### src/rtl/mux_pkg.sv
// Shared defaults, reset values and selector-width helper for the memory mux.
package mux_pkg;

    localparam int unsigned DEF_WIDTH    = 2;
    localparam int unsigned DEF_CHANNELS = 4;
    localparam int unsigned DEF_CNT_W    = 8;

    localparam logic        RST_VALID    = 1'b0;
    localparam int unsigned RST_SEL      = 0;
    localparam int unsigned RST_MISS     = 0;

    // Selector width for n channels; never narrower than one bit.
    function automatic int unsigned sel_width(input int unsigned n);
        return (n <= 2) ? 1 : $clog2(n);
    endfunction

endpackage

### src/rtl/mux_rr_arbiter.sv
// Combinational round-robin grant: first valid channel after ptr, wrapping.
module mux_rr_arbiter
    import mux_pkg::*;
#(
    parameter  int unsigned CHANNELS = DEF_CHANNELS,
    localparam int unsigned SEL_W    = sel_width(CHANNELS)
) (
    input  logic [CHANNELS-1:0] valid_in,
    input  logic [SEL_W-1:0]    ptr,
    output logic [SEL_W-1:0]    grant_c,
    output logic                found_c
);

    logic [SEL_W-1:0] idx;

    always_comb begin
        grant_c = '0;
        found_c = 1'b0;
        idx     = '0;
        for (int unsigned k = 1; k <= CHANNELS; k++) begin
            idx = SEL_W'((32'(ptr) + k) % CHANNELS);
            if (!found_c && valid_in[idx]) begin
                found_c = 1'b1;
                grant_c = idx;
            end
        end
    end

endmodule

### src/rtl/mux_memoria_n.sv
// Registered N-channel mux with memory, valid qualification, freeze and miss counter.
// Round-robin selection is built in when MUX_RR_EN is defined.
module mux_memoria_n
    import mux_pkg::*;
#(
    parameter  int unsigned WIDTH    = DEF_WIDTH,
    parameter  int unsigned CHANNELS = DEF_CHANNELS,
    parameter  int unsigned CNT_W    = DEF_CNT_W,
    localparam int unsigned SEL_W    = sel_width(CHANNELS)
) (
    input  logic                      clk,
    input  logic                      reset,
    input  logic [SEL_W-1:0]          selector,
    input  logic [CHANNELS*WIDTH-1:0] data_in,
    input  logic [CHANNELS-1:0]       valid_in,
    input  logic                      hold,
`ifdef MUX_RR_EN
    input  logic                      rr_mode,
`endif
    output logic [WIDTH-1:0]          data_out,
    output logic                      valid_out,
    output logic [SEL_W-1:0]          sel_out,
    output logic [CNT_W-1:0]          miss_cnt
);

    localparam int unsigned      SEL_N    = 2 ** SEL_W;
    localparam logic [CNT_W-1:0] MISS_MAX = '1;

    logic [WIDTH-1:0] data_q, data_d;
    logic             valid_q, valid_d;
    logic [SEL_W-1:0] sel_q, sel_d;
    logic [CNT_W-1:0] miss_q, miss_d;

    logic [SEL_N-1:0] valid_ext;
    logic [WIDTH-1:0] chan_c [SEL_N];
    logic             cap_c;
    logic [SEL_W-1:0] cap_idx_c;

    // Pad to a full power-of-two table so out-of-range selectors read as invalid.
    assign valid_ext = SEL_N'(valid_in);

    for (genvar i = 0; i < SEL_N; i++) begin : g_chan
        if (i < CHANNELS) begin : g_real
            assign chan_c[i] = data_in[i*WIDTH +: WIDTH];
        end else begin : g_pad
            assign chan_c[i] = '0;
        end
    end

`ifdef MUX_RR_EN
    logic [SEL_W-1:0] ptr_q, ptr_d;
    logic [SEL_W-1:0] grant_c;
    logic             found_c;

    mux_rr_arbiter #(
        .CHANNELS (CHANNELS)
    ) u_arb (
        .valid_in (valid_in),
        .ptr      (ptr_q),
        .grant_c  (grant_c),
        .found_c  (found_c)
    );
`endif

    // Pick the candidate channel for this edge.
    always_comb begin
        cap_c     = valid_ext[selector];
        cap_idx_c = selector;
`ifdef MUX_RR_EN
        if (rr_mode) begin
            cap_c     = found_c;
            cap_idx_c = grant_c;
        end
`endif
    end

    always_comb begin
        data_d  = data_q;
        sel_d   = sel_q;
        valid_d = 1'b0;
        miss_d  = miss_q;
`ifdef MUX_RR_EN
        ptr_d   = ptr_q;
`endif
        if (!hold) begin
            if (cap_c) begin
                data_d  = chan_c[cap_idx_c];
                sel_d   = cap_idx_c;
                valid_d = 1'b1;
`ifdef MUX_RR_EN
                if (rr_mode) begin
                    ptr_d = cap_idx_c;
                end
`endif
            end else if (miss_q != MISS_MAX) begin
                miss_d = miss_q + CNT_W'(1);
            end
        end
    end

    always_ff @(posedge clk or posedge reset) begin
        if (reset) begin
            data_q  <= '0;
            valid_q <= RST_VALID;
            sel_q   <= SEL_W'(RST_SEL);
            miss_q  <= CNT_W'(RST_MISS);
`ifdef MUX_RR_EN
            ptr_q   <= SEL_W'(CHANNELS - 1);
`endif
        end else begin
            data_q  <= data_d;
            valid_q <= valid_d;
            sel_q   <= sel_d;
            miss_q  <= miss_d;
`ifdef MUX_RR_EN
            ptr_q   <= ptr_d;
`endif
        end
    end

    assign data_out  = data_q;
    assign valid_out = valid_q;
    assign sel_out   = sel_q;
    assign miss_cnt  = miss_q;

endmodule

### config.mk
export PLATFORM = sky130hd
export DESIGN_NAME = mux_memoria_n
export DESIGN_NICKNAME = d
export VERILOG_FILES = /design/src/rtl/mux_pkg.sv /design/src/rtl/mux_rr_arbiter.sv /design/src/rtl/mux_memoria_n.sv
export SDC_FILE = /design/constraint.sdc
export NUM_CORES = 1
export LEC_CHECK = 0
export ABC_AREA = 1
export CAP_MARGIN = 10
export CORE_AREA = 2 2 62 64
export DETAILED_ROUTE_END_ITERATION = 7
export DIE_AREA = 0 0 64 66
export PLACE_DENSITY = 0.56
export REMOVE_ABC_BUFFERS = 1
export SLEW_MARGIN = 20
export SYNTH_ARGS = -nofsm -noshare
export SYNTH_HDL_FRONTEND = slang
export SYNTH_SLANG_ARGS = --single-unit
### constraint.sdc
create_clock -name clk -period 1.35 [get_ports clk]
set_clock_uncertainty 0.05 [all_clocks]
set_input_delay 0.135 -clock clk [delete_from_list [all_inputs] [get_ports clk]]
set_output_delay 0.135 -clock clk [all_outputs]
set_load 0.02 [all_outputs]
# Yosys cells after proc, flatten, opt, wreduce, memory -nomap -nowiden
# Cells that the tools add are included.
[word_totals]
register_bits = 13
out_inout_bits = 13
in_bits = 17
wordCells = 20
[classes]
n_bitwise = 3
n_reduce_logical = 2
addsub = 1
magnitude_cmp = 2
n_mux = 7
eq_ne = 1
[ops]
columns = ["cell", "count"]
rows = [
  ["adder 8 x 1 -> 8 bit, second input constant", 1],
  ["inequality test 8 bit, second input constant", 1],
  ["binary-select mux 2 bit (select 2 bit)", 1],
  ["two-way mux 2 bit", 2],
  ["greater-or-equal comparator 3 bit, second input constant", 1],
  ["< comparator 2 x 3 -> 1 bit, second input constant", 1],
  ["two-way mux 1 bit", 3],
  ["inverter 2 -> 3 bit", 1],
  ["AND reduction 3 bit", 1],
  ["binary-select mux 1 bit (select 2 bit)", 1],
  ["inverter 1 bit", 2],
  ["AND reduction 2 bit", 1],
]

# Depth between registers and ports, before layout
# Gate-level depths: netlist of the first run.
[logic_depth]
depth_word = 4
depth_mapped = 9
ltp_nobuf = 8

# Least setup slack after synthesis of the first run
# No wires, ideal clock.
[synth_path]
kind = "flip-flop to flip-flop"
from = "register miss_q[1] (netlist: miss_cnt[1])"
to = "register miss_q[4] (netlist: miss_cnt[4])"
arrival_time_ns = 1.232
period_less_slack_ns = 1.400
setup_time_ns = 0.118
stages_incl_launch_ff = 9
n_path_buf = 0
required_time_ns = 1.182
path_slack_ns = -0.050
cell_sequence = "dfrtp_1 > ha_1 > nand2_1 > inv_2 > nand2_1 > nor2_1 > nand3_2 > nand2_1 > nand2_1"
[synth_between]
elab_chain_cells = 2
word_cells_on_any_way = 3
classes_between = "1 x add/sub; 1 x eq/ne; 1 x reduce/logical"
[synth_lines]
columns = ["item", "line", "source"]
rows = [
  ["from (decl)", "mux_memoria_n.sv:32", "logic [CNT_W-1:0] miss_q, miss_d;"],
  ["from (signal assigned)", "mux_memoria_n.sv:106", "miss_q <= CNT_W'(RST_MISS);"],
  ["from (signal assigned)", "mux_memoria_n.sv:114", "miss_q <= miss_d;"],
  ["parallel branches: the longest is 2 deep, another holds adder 8 x 1 -> 8 bit", "--", ""],
]
# Parallel ways; which one is timed is not known.
# A chain may end at the register's enable or synchronous reset.

# Worst setup path after layout of the first run
[layout_path]
from = "register miss_q[1] (netlist: miss_cnt[1])"
to = "output miss_cnt[1]"
[layout_lines]
columns = ["item", "line", "source"]
rows = [
  ["to (decl)", "mux_memoria_n.sv:23", "output logic [CNT_W-1:0] miss_cnt"],
]
# No word-level cell between the ends.

==> impl_metrics.csv, run 1 <==
group,metric,value,unit
clocking,cts_buffer_depth,2,
timing,drv_slew,0,
final_layout,drive_gt1_share,20.13,%
grt,grt_use_total,10.30,%
logic_synthesis,synth_compound_area_share,6.676,%
logic_synthesis,synth_top_cell_area_share,37.74,%
timing,post-route-period-util,96.29,%
power,p_leak,0.6396,nW
run_status,status,"finished clean",
placed_design,place.gp.congestion,0.8306,
floorplanning,die_y,66,um
power,p_sw,0.5831,mW
power,finalPower,1.477,mW
worst_setup_path,crit_path_end_kind,"output port",
timing,hold_viol,0,
final_layout,diodes,0,
floorplanning,die-area,0.004224,mm2
clocking,insertion_delay,0.27,ns
floorplanning,initial_core_util,24.28,%
route,route.met2.wl,1055,um
logic_synthesis,synth_top_family_by_area,"simple AND/OR/NAND/NOR gates",
power,p_int,0.8940,mW
clocking,htreeDepth,1,
route,routed_wl,2041,um
logic_synthesis,synth_area_leaders,"dfrtp_1, nand2_1, nand3_2",
final_layout,final_nets,178,
route,drt-met1-wl,842,um
worst_setup_path,crit_slowest_cell,"dfrtp_1",
floorplanning,num_io_pins,30,
clocking,clkTransAtPathRegs,0.08,ns
worst_setup_path,start_kind,"flop",
flow_run,drv_cap,0,
power,ir_drop,0.2628,mV
power,clkPwrFrac,15.6,%
worst_setup_path,arrival,1.11,ns
placed_design,place_ws,-0.2493,ns
worst_setup_path,crit_required,1.16,ns
worst_hold_path,hp-class,"in2async",
timing,worstMarginPinSlew,0.4996,ns
route,wire_per_inst,9.860,um
route,drc,0,
route,top_layer_used,"met4",
floorplanning,core-area,0.003551,mm2
clocking,root_buffer,"clkbuf_4",
timing,fin_crit,1.300,ns
logic_synthesis,post_synth_fa_ha_maj_area_fraction,1.451,%
placed_design,io_buffers,29,
worst_setup_path,slowest_delay,0.39,ns
final_layout,fill_cells,390,
logic_synthesis,syn-instance-count,118,
clocking,cts_tree,"done",
final_layout,areaGrowthSynthToFinish,51.38,%
final_layout,regArea,325.3,um2
logic_synthesis,synth_largest_area_cell,"dfrtp_1",
route,vias,897,
logic_synthesis,synth_cell_type_count,21,
floorplanning,die_width,64,um
power,p_sw_share,39.48,%
logic_synthesis,synth.avg_cell_area,7.306,um2
route,drtIter0Drc,8,
route,vias_per_cell,4.333,
logic_synthesis,synth.ff_latch_count,13,
timing,holdWs,0.1312,ns
timing,setup_ws,0.05011,ns
grt,grt_max_degree,14,
route,wl_met3,134,um
placed_design,hpwl,1740,um
worst_setup_path,critPathKind,"reg2out",
timing,relSlewSlack,66.66,%
power,seq_power_share,37.9,%
logic_synthesis,synth_xor_area_share,1.016,%
logic_synthesis,synthSimpleGateAreaFrac,44.70,%
clocking,numCtsBuffers,3,
timing,rsz0062_at_grt,"false",
clocking,cts_num_sinks,13,
grt,grt_pass1_vias,827,
power,pwr-share-comb,46.4,%
logic_synthesis,seq_area_frac_synth,37.74,%
timing,fmax,0.7693,GHz
power,powerDensity,1132,mW/mm2
floorplanning,rows,22,
route,ant_nets,0,
clocking,cts_setup_buffers,0,
final_layout,multiInputGateArea,489.2,um2
timing,setup_viol,0,
final_layout,finish.instance_area,0.001305,mm2
placed_design,dpl-instance-area,0.001261,mm2
logic_synthesis,synth_area,862.1,um2
grt,grt_first_pass_wirelength,3394,um
worst_setup_path,crit_chain,"buf_4 > dlygate4sd2_1",
route,first_pass_iters,4,
logic_synthesis,yosysWarnings,0,
logic_synthesis,synthMuxAreaShare,0,%
grt,overflow,0,
grt,antenna_found_initial,0,
worst_setup_path,path_max_fanout,4,
cell type report:
| cell class | count | area share, % |
|---|---|---|
| Inverter | 11 | 3.739 |
| Tap cell | 48 | 4.602 |
| Multi-Input combinational cell | 92 | 37.49 |
| Timing Repair Buffer | 39 | 27.23 |
| Clock buffer | 4 | 2.013 |
| Sequential cell | 13 | 24.93 |
timing repair:
action                     CTS  global route
setup endpoints to repair   17             9
hold buffers                 0             0
pin swaps                    0             2
resized for setup           14             8
stage by stage:
stage | setup TNS [ns] | util (%) | cells
4_1_cts | 0 | 36.01 | 207
3_3_place_gp | -1.943 | 35.52 | 203
3_5_place_dp | -2.388 | 35.52 | 203
2_1_floorplan | -0.2557 | - | 116
6_report | 0 | 36.75 | 207
5_1_grt | 0 | 36.75 | 207
power by group through the flow:
stage,clock network (mW),logic (mW),registers (mW)
2_1_floorplan,0,0.222,0.687
4_1_cts,0.240,0.666,0.559
3_3_place_gp,0,0.719,0.563
6_report,0.231,0.686,0.560
3_5_place_dp,0,0.722,0.570
5_1_grt,0.255,0.750,0.578
flip-flops by register name, indices dropped and copies added, names as in the netlist:
signal,cells
miss_cnt,8
data_out,2
sel_out,2
valid_out,1
critical path, delay by kind of cell (launching register included):
family,cells,cell delay (ns)
buffers and inverters,2,0.46
flip-flops,1,0.39
per-layer routing:
metal,global-route usage (%),vias to the layer above
li1,-,461
met1,11.12,409
met2,19.14,25
met3,2.555,2
met4,4.076,0
met5,0,-
placed cells by master (no fill, tap or decap), types with 2 or more instances in the layout:
cell type	n
nand3_4	2
o21ai_0	4
inv_1	8
dfrtp_1	13
buf_4	9
nor2_4	2
nand3_1	7
nand4_1	5
clkbuf_4	3
clkdlybuf4s50_1	15
dlygate4sd2_1	13
o22ai_1	2
nor2_1	9
nand2_2	4
o21ai_1	5
nand3_2	3
nor2_2	3
nand2_1	42
synthesized netlist by cell type:
master,count
nor2_4,2
nand2_1,44
xnor2_1,1
nor2_2,2
o21ai_1,5
nand3b_1,1
nand3_2,5
dfrtp_1,13
nand3_1,7
nand2_2,2
nor2_1,10
o21ai_0,4
buf_8,1
inv_1,8
o22ai_1,2
buf_6,1
nand4_1,5
ha_1,1
inv_2,2
nand2_4,1
inv_6,1
worst paths after layout:
kind	slack (ns)	depth (start not counted)	from	endpoint
setup / recovery	0.05	2	miss_cnt[1]	miss_cnt[1]
hold / removal	0.13	2	reset	miss_cnt[6]
setup reg to reg	0.09	7	miss_cnt[1]	miss_cnt[3]
hold reg to reg	0.45	2	sel_out[1]	sel_out[1]
max in group asynchronous	0.77	2	reset	sel_out[0]
min in group clk	0.34	4	selector[0]	sel_out[0]
kinds of logic (layout without fill, tap and decap cells):
logic type,after synthesis,after routing
AO/OA/AOI/OAI,11,11
adder cells (fa/ha/maj),1,1
AND/OR/NAND/NOR,79,79
flip-flops,13,13
buffers and inverters,13,54
XOR/XNOR,1,1
Power figures use the tool's default switching activity.
==> run 2: changes to the inputs <==
CAP_MARGIN = unset   (was 10)
CTS_BUF_LIST = sky130_fd_sc_hd__clkbuf_4 sky130_fd_sc_hd__clkbuf_8 sky130_fd_sc_hd__clkbuf_16   (was unset)
==> impl_metrics.csv, run 2 (synthesized netlist as in run 1, its figures left out) <==
group,metric,value,unit
timing,setup_ws,0.05147,ns
route,ant_nets,0,
power,p_leak,0.6430,nW
timing,drv_slew,0,
route,vias,898,
floorplanning,initial_core_util,24.28,%
timing,rsz0062_at_grt,"false",
power,ir_drop,0.2459,mV
placed_design,place_ws,-0.2493,ns
floorplanning,die_width,64,um
grt,grt_use_total,10.30,%
placed_design,place.gp.congestion,0.8306,
grt,grt_pass1_vias,827,
run_status,status,"finished clean",
timing,relSlewSlack,66.65,%
grt,grt_first_pass_wirelength,3394,um
clocking,cts_num_sinks,13,
timing,setup_viol,0,
worst_setup_path,critPathKind,"reg2out",
final_layout,diodes,0,
flow_run,drv_cap,0,
timing,worstMarginPinSlew,0.4996,ns
timing,fin_crit,1.299,ns
clocking,cts_buffer_depth,2,
final_layout,most-common-layout-cells,"nand2_1, clkdlybuf4s50_1, dfrtp_1, dlygate4sd2_1",
floorplanning,num_io_pins,30,
timing,hold_viol,0,
worst_setup_path,rrSetupSlack,0.09,ns
power,finalPower,1.496,mW
placed_design,dp_cells,203,
floorplanning,die-area,0.004224,mm2
route,routed_wl,2037,um
grt,grt_max_degree,14,
power,powerDensity,1143,mW/mm2
clocking,numCtsBuffers,3,
final_layout,drive_gt1_share,20.75,%
clocking,ctsHoldBuffers,0,
route,vias_per_cell,4.338,
final_layout,largest_reg_flops,8,
placed_design,hpwl,1740,um
route,drtIter0Drc,8,
worst_setup_path,crit_chain,"buf_4 > dlygate4sd2_1",
floorplanning,rows,22,
worst_setup_path,crit_required,1.16,ns
final_layout,areaGrowthSynthToFinish,51.81,%
route,wire_per_inst,9.841,um
timing,post-route-period-util,96.19,%
final_layout,fin_cells,207,
timing,holdWs,0.1326,ns
worst_setup_path,crit_path_end_kind,"output port",
route,first_pass_iters,4,
clocking,htreeDepth,1,
worst_hold_path,hp-class,"in2async",
floorplanning,die_y,66,um
worst_setup_path,arrival,1.11,ns
clocking,cts_tree,"done",
worst_setup_path,crit_slowest_cell,"dfrtp_1",
floorplanning,core-area,0.003551,mm2
clocking,root_buffer,"clkbuf_4",
grt,antenna_found_initial,0,
timing,fmax,0.7701,GHz
clocking,insertion_delay,0.27,ns
final_layout,final_common_cell,"nand2_1",
route,drc,0,
clocking,clkTransAtPathRegs,0.08,ns
grt,overflow,0,
worst_setup_path,start_kind,"flop",
worst_setup_path,slowest_delay,0.39,ns
final_layout,final_nets,178,
worst_setup_path,path_max_fanout,4,
placed_design,io_buffers,29,
run 2: cell counts in the layout (fill, tap and decap cells not counted):
Identical to the previous run, type by type.
run 2: critical path, delay by kind of cell (launching register included):
kind | cells | cell delay (ns)
buffers and inverters | 2 | 0.46
flip-flops | 1 | 0.39
run 2: routing by layer:
metal	up-vias	track usage [%]	part of all wire, %
met5	-	0	0
met4	0	4.076	0.44
met3	2	2.555	6.6
met2	25	19.14	51
met1	410	11.12	41
li1	461	-	-
run 2: final cells by class:
type                       count  area, um2
fill                         389       2242
inverter                      11      48.80
multi-input combinational     92      489.2
sequential                    13      325.3
clock buffer                   4      30.03
timing repair buffer          39      355.3
tap                           48      60.06
run 2: what timing repair did:
item                       4_1_cts  5_1_grt
resized for setup               14        8
pin swaps                        0        2
buffers inserted                 0        0
setup endpoints to repair       17        9
run 2: power breakdown:
group          internal [mW]  total, mW  switching, mW
Combinational          0.304      0.686          0.382
Sequential             0.476      0.560         0.0846
Clock                  0.134      0.250          0.116
Total                  0.914       1.50          0.582
run 2: final timing paths:
| check | start | depth (start not counted) | to |
|---|---|---|---|
| setup reg to reg | miss_cnt[1] | 7 | miss_cnt[3] |
| min in group clk | selector[0] | 4 | sel_out[0] |
| max in group asynchronous | reset | 2 | sel_out[0] |
| hold / removal | reset | 2 | miss_cnt[6] |
| setup / recovery | miss_cnt[1] | 2 | miss_cnt[1] |
| hold reg to reg | sel_out[1] | 2 | sel_out[1] |
run 2: stage by stage:
| step | util [%] | setup TNS [ns] | area, um2 |
|---|---|---|---|
| final | 36.86 | 0 | 1309 |
| after global routing | 36.86 | 0 | 1309 |
| after CTS | 36.12 | 0 | 1282 |
| after detailed placement | 35.52 | -2.388 | 1261 |
| after global placement | 35.52 | -1.943 | 1261 |
| after floorplan | - | -0.2557 | 835.8 |
==> run 3: changes to the inputs <==
ABC_AREA = unset   (was 1)
CORE_AREA = 2 2 56 58   (was 2 2 62 64)
DIE_AREA = 0 0 58 60   (was 0 0 64 66)
PLACE_DENSITY = 0.58   (was 0.56)
==> impl_metrics.csv, run 3 <==
group,metric,value,unit
timing,drv_slew,0,
clocking,insertion_delay,0.27,ns
grt,grt_use_total,12.43,%
route,drtIter0Drc,18,
timing,hold_viol,0,
grt,grt_pass1_vias,702,
worst_setup_path,crit_path_end_kind,"flop",
clocking,root_buffer,"clkbuf_4",
logic_synthesis,yosys_most_used_dff,"dfrtp_1",
logic_synthesis,synth_most_common_cell,"dfrtp_1",
floorplanning,die_y,60,um
route,routed_wl,1974,um
floorplanning,die-area,0.003480,mm2
final_layout,largest_reg_flops,8,
logic_synthesis,synth.avg_cell_area,11.94,um2
grt,grt_max_degree,14,
logic_synthesis,synth_area_leaders,"dfrtp_1, mux2_2, mux4_2",
worst_setup_path,crit_chain,"and3_4 > nand2_2 > nor4_4 > mux2_4",
worst_setup_path,start_kind,"flop",
final_layout,final_common_cell,"buf_4",
clocking,clkTransAtPathRegs,0.08,ns
floorplanning,core-area,0.002903,mm2
final_layout,areaGrowthSynthToFinish,93.20,%
worst_setup_path,rrSetupSlack,-0.12,ns
logic_synthesis,synth_commonest_cells,"dfrtp_1, mux2_2",
logic_synthesis,synth_enable_flop_cells,0,
flow_run,drv_cap,0,
logic_synthesis,syn-instance-count,57,
logic_synthesis,seq_area_frac_synth,47.79,%
final_layout,final_nets,129,
floorplanning,die_width,58,um
route,vias,647,
route,drc,0,
worst_hold_path,hp-class,"in2async",
floorplanning,rows,20,
grt,overflow,0,
logic_synthesis,synth_largest_area_cell,"dfrtp_1",
placed_design,place.gp.congestion,0.7072,
clocking,htreeDepth,1,
timing,rsz0062_at_grt,"true",
final_layout,most-common-layout-cells,"buf_4, dlygate4sd2_1, dfrtp_1, clkdlybuf4s50_1, mux2_4",
timing,worstMarginPinSlew,0.5118,ns
timing,fin_crit,1.470,ns
floorplanning,initial_core_util,23.45,%
timing,relSlewSlack,65.84,%
worst_setup_path,path_max_fanout,3,
logic_synthesis,yosysWarnings,0,
clocking,cts_buffer_depth,2,
final_layout,finish.instance_area,0.001315,mm2
route,vias_per_cell,4.524,
logic_synthesis,synth_area,680.7,um2
floorplanning,num_io_pins,30,
worst_setup_path,cp_top_family,"simple AND/OR/NAND/NOR gates",
placed_design,dpl-instance-area,0.001125,mm2
final_layout,fin_util,45.30,%
timing,setup_ws,-0.1200,ns
worst_setup_path,crit_slowest_cell,"dfrtp_1",
power,ir_drop,0.8884,mV
worst_setup_path,arrival,1.59,ns
worst_setup_path,rr_startpoint,"miss_cnt[1]",
logic_synthesis,synth_top_cell_area_share,47.79,%
final_layout,diodes,0,
grt,grt_first_pass_wirelength,3167,um
power,finalPower,1.997,mW
route,ant_nets,0,
worst_setup_path,ff2ff_path_depth,4,
power,powerDensity,1518,mW/mm2
timing,fmax,0.6803,GHz
final_layout,drive_gt1_share,49.09,%
run_status,status,"complete, but fails checks",
logic_synthesis,async_flop_share,100.0,%
grt,antenna_found_initial,0,
timing,post-route-period-util,108.9,%
route,wire_per_inst,13.80,um
clocking,cts_tree,"done",
worst_setup_path,r2r-end,"miss_cnt[7]",
power,p_leak,0.5984,nW
clocking,ctsHoldBuffers,0,
worst_setup_path,critPathKind,"reg2reg",
worst_setup_path,critical_path_buf_inv_count,0,
placed_design,io_buffers,29,
worst_setup_path,crit_required,1.47,ns
logic_synthesis,synth.ff_latch_count,13,
clocking,cts_num_sinks,13,
logic_synthesis,synth_cell_type_count,21,
route,first_pass_iters,2,
placed_design,hpwl,1439,um
timing,setup_viol,6,
run_status,violations,"negative setup slack",
worst_setup_path,slowest_delay,0.38,ns
clocking,numCtsBuffers,3,
## run 3: per-layer routing
metal / global-route usage, % / part of all wire (%) / up-vias / routed length (um)
met5: 0 / 0 / - / 0
met2: 22.40 / 51 / 27 / 1000
met3: 3.463 / 7.8 / 2 / 154
li1: - / - / 307 / -
met4: 4.983 / 0.51 / 0 / 10
met1: 13.81 / 41 / 311 / 809
## run 3: power by group
group / switching [mW] / total [mW] / internal [mW]
Clock: 0.126 / 0.261 / 0.135
Combinational: 0.490 / 1.08 / 0.590
Sequential: 0.135 / 0.655 / 0.520
## run 3: kinds of logic after synthesis
| kind of cell | after synthesis | share of synthesized area [%] |
|---|---|---|
| buffers and inverters | 4 | 2.758 |
| AO/OA/AOI/OAI | 2 | 2.573 |
| multiplexers | 13 | 24.26 |
| AND/OR/NAND/NOR | 20 | 15.62 |
| XOR/XNOR | 4 | 5.148 |
| adder cells (fa/ha/maj) | 1 | 1.838 |
| flip-flops | 13 | 47.79 |
## run 3: timing repair
action | CTS | global route
pin swaps | 5 | 9
buffers inserted | 1 | 4
endpoints found under the setup margin | 26 | 9
gates resized for setup | 42 | 11
gates cloned | 0 | 0
## run 3: stage by stage
stage	setup slack (ns)	setup TNS, ns	std cells	hold slack (ns)
after global routing	-0.1727	-0.8957	143	0.1899
final	-0.1200	-0.4300	143	0.1330
after floorplan	-0.2132	-0.6303	56	-0.03804
after detailed placement	-0.6357	-6.357	134	0.4423
after global placement	-0.5780	-5.980	134	0.4396
after CTS	-0.1578	-0.2009	139	0.1428
## run 3: final cells by class
class / instances / area, um2
Clock buffer: 4 / 30.03
Inverter: 3 / 11.26
Multi-Input combinational cell: 40 / 478.0
Timing Repair Buffer: 50 / 429.2
Fill cell: 277 / 1588
Sequential cell: 13 / 325.3
Tap cell: 33 / 41.29
## run 3: how the worst max path moves through the flow
stage	start	to	cells after the start	slack, ns
after global placement	selector[0]	miss_cnt[7]	5	-0.58
after detailed placement	selector[0]	miss_cnt[7]	5	-0.64
after CTS	miss_cnt[1]	miss_cnt[7]	4	-0.16
after global routing	miss_cnt[0]	miss_cnt[3]	7	-0.17
after floorplan	miss_cnt[0]	miss_cnt[1]	5	-0.21
final	miss_cnt[1]	miss_cnt[7]	4	-0.12
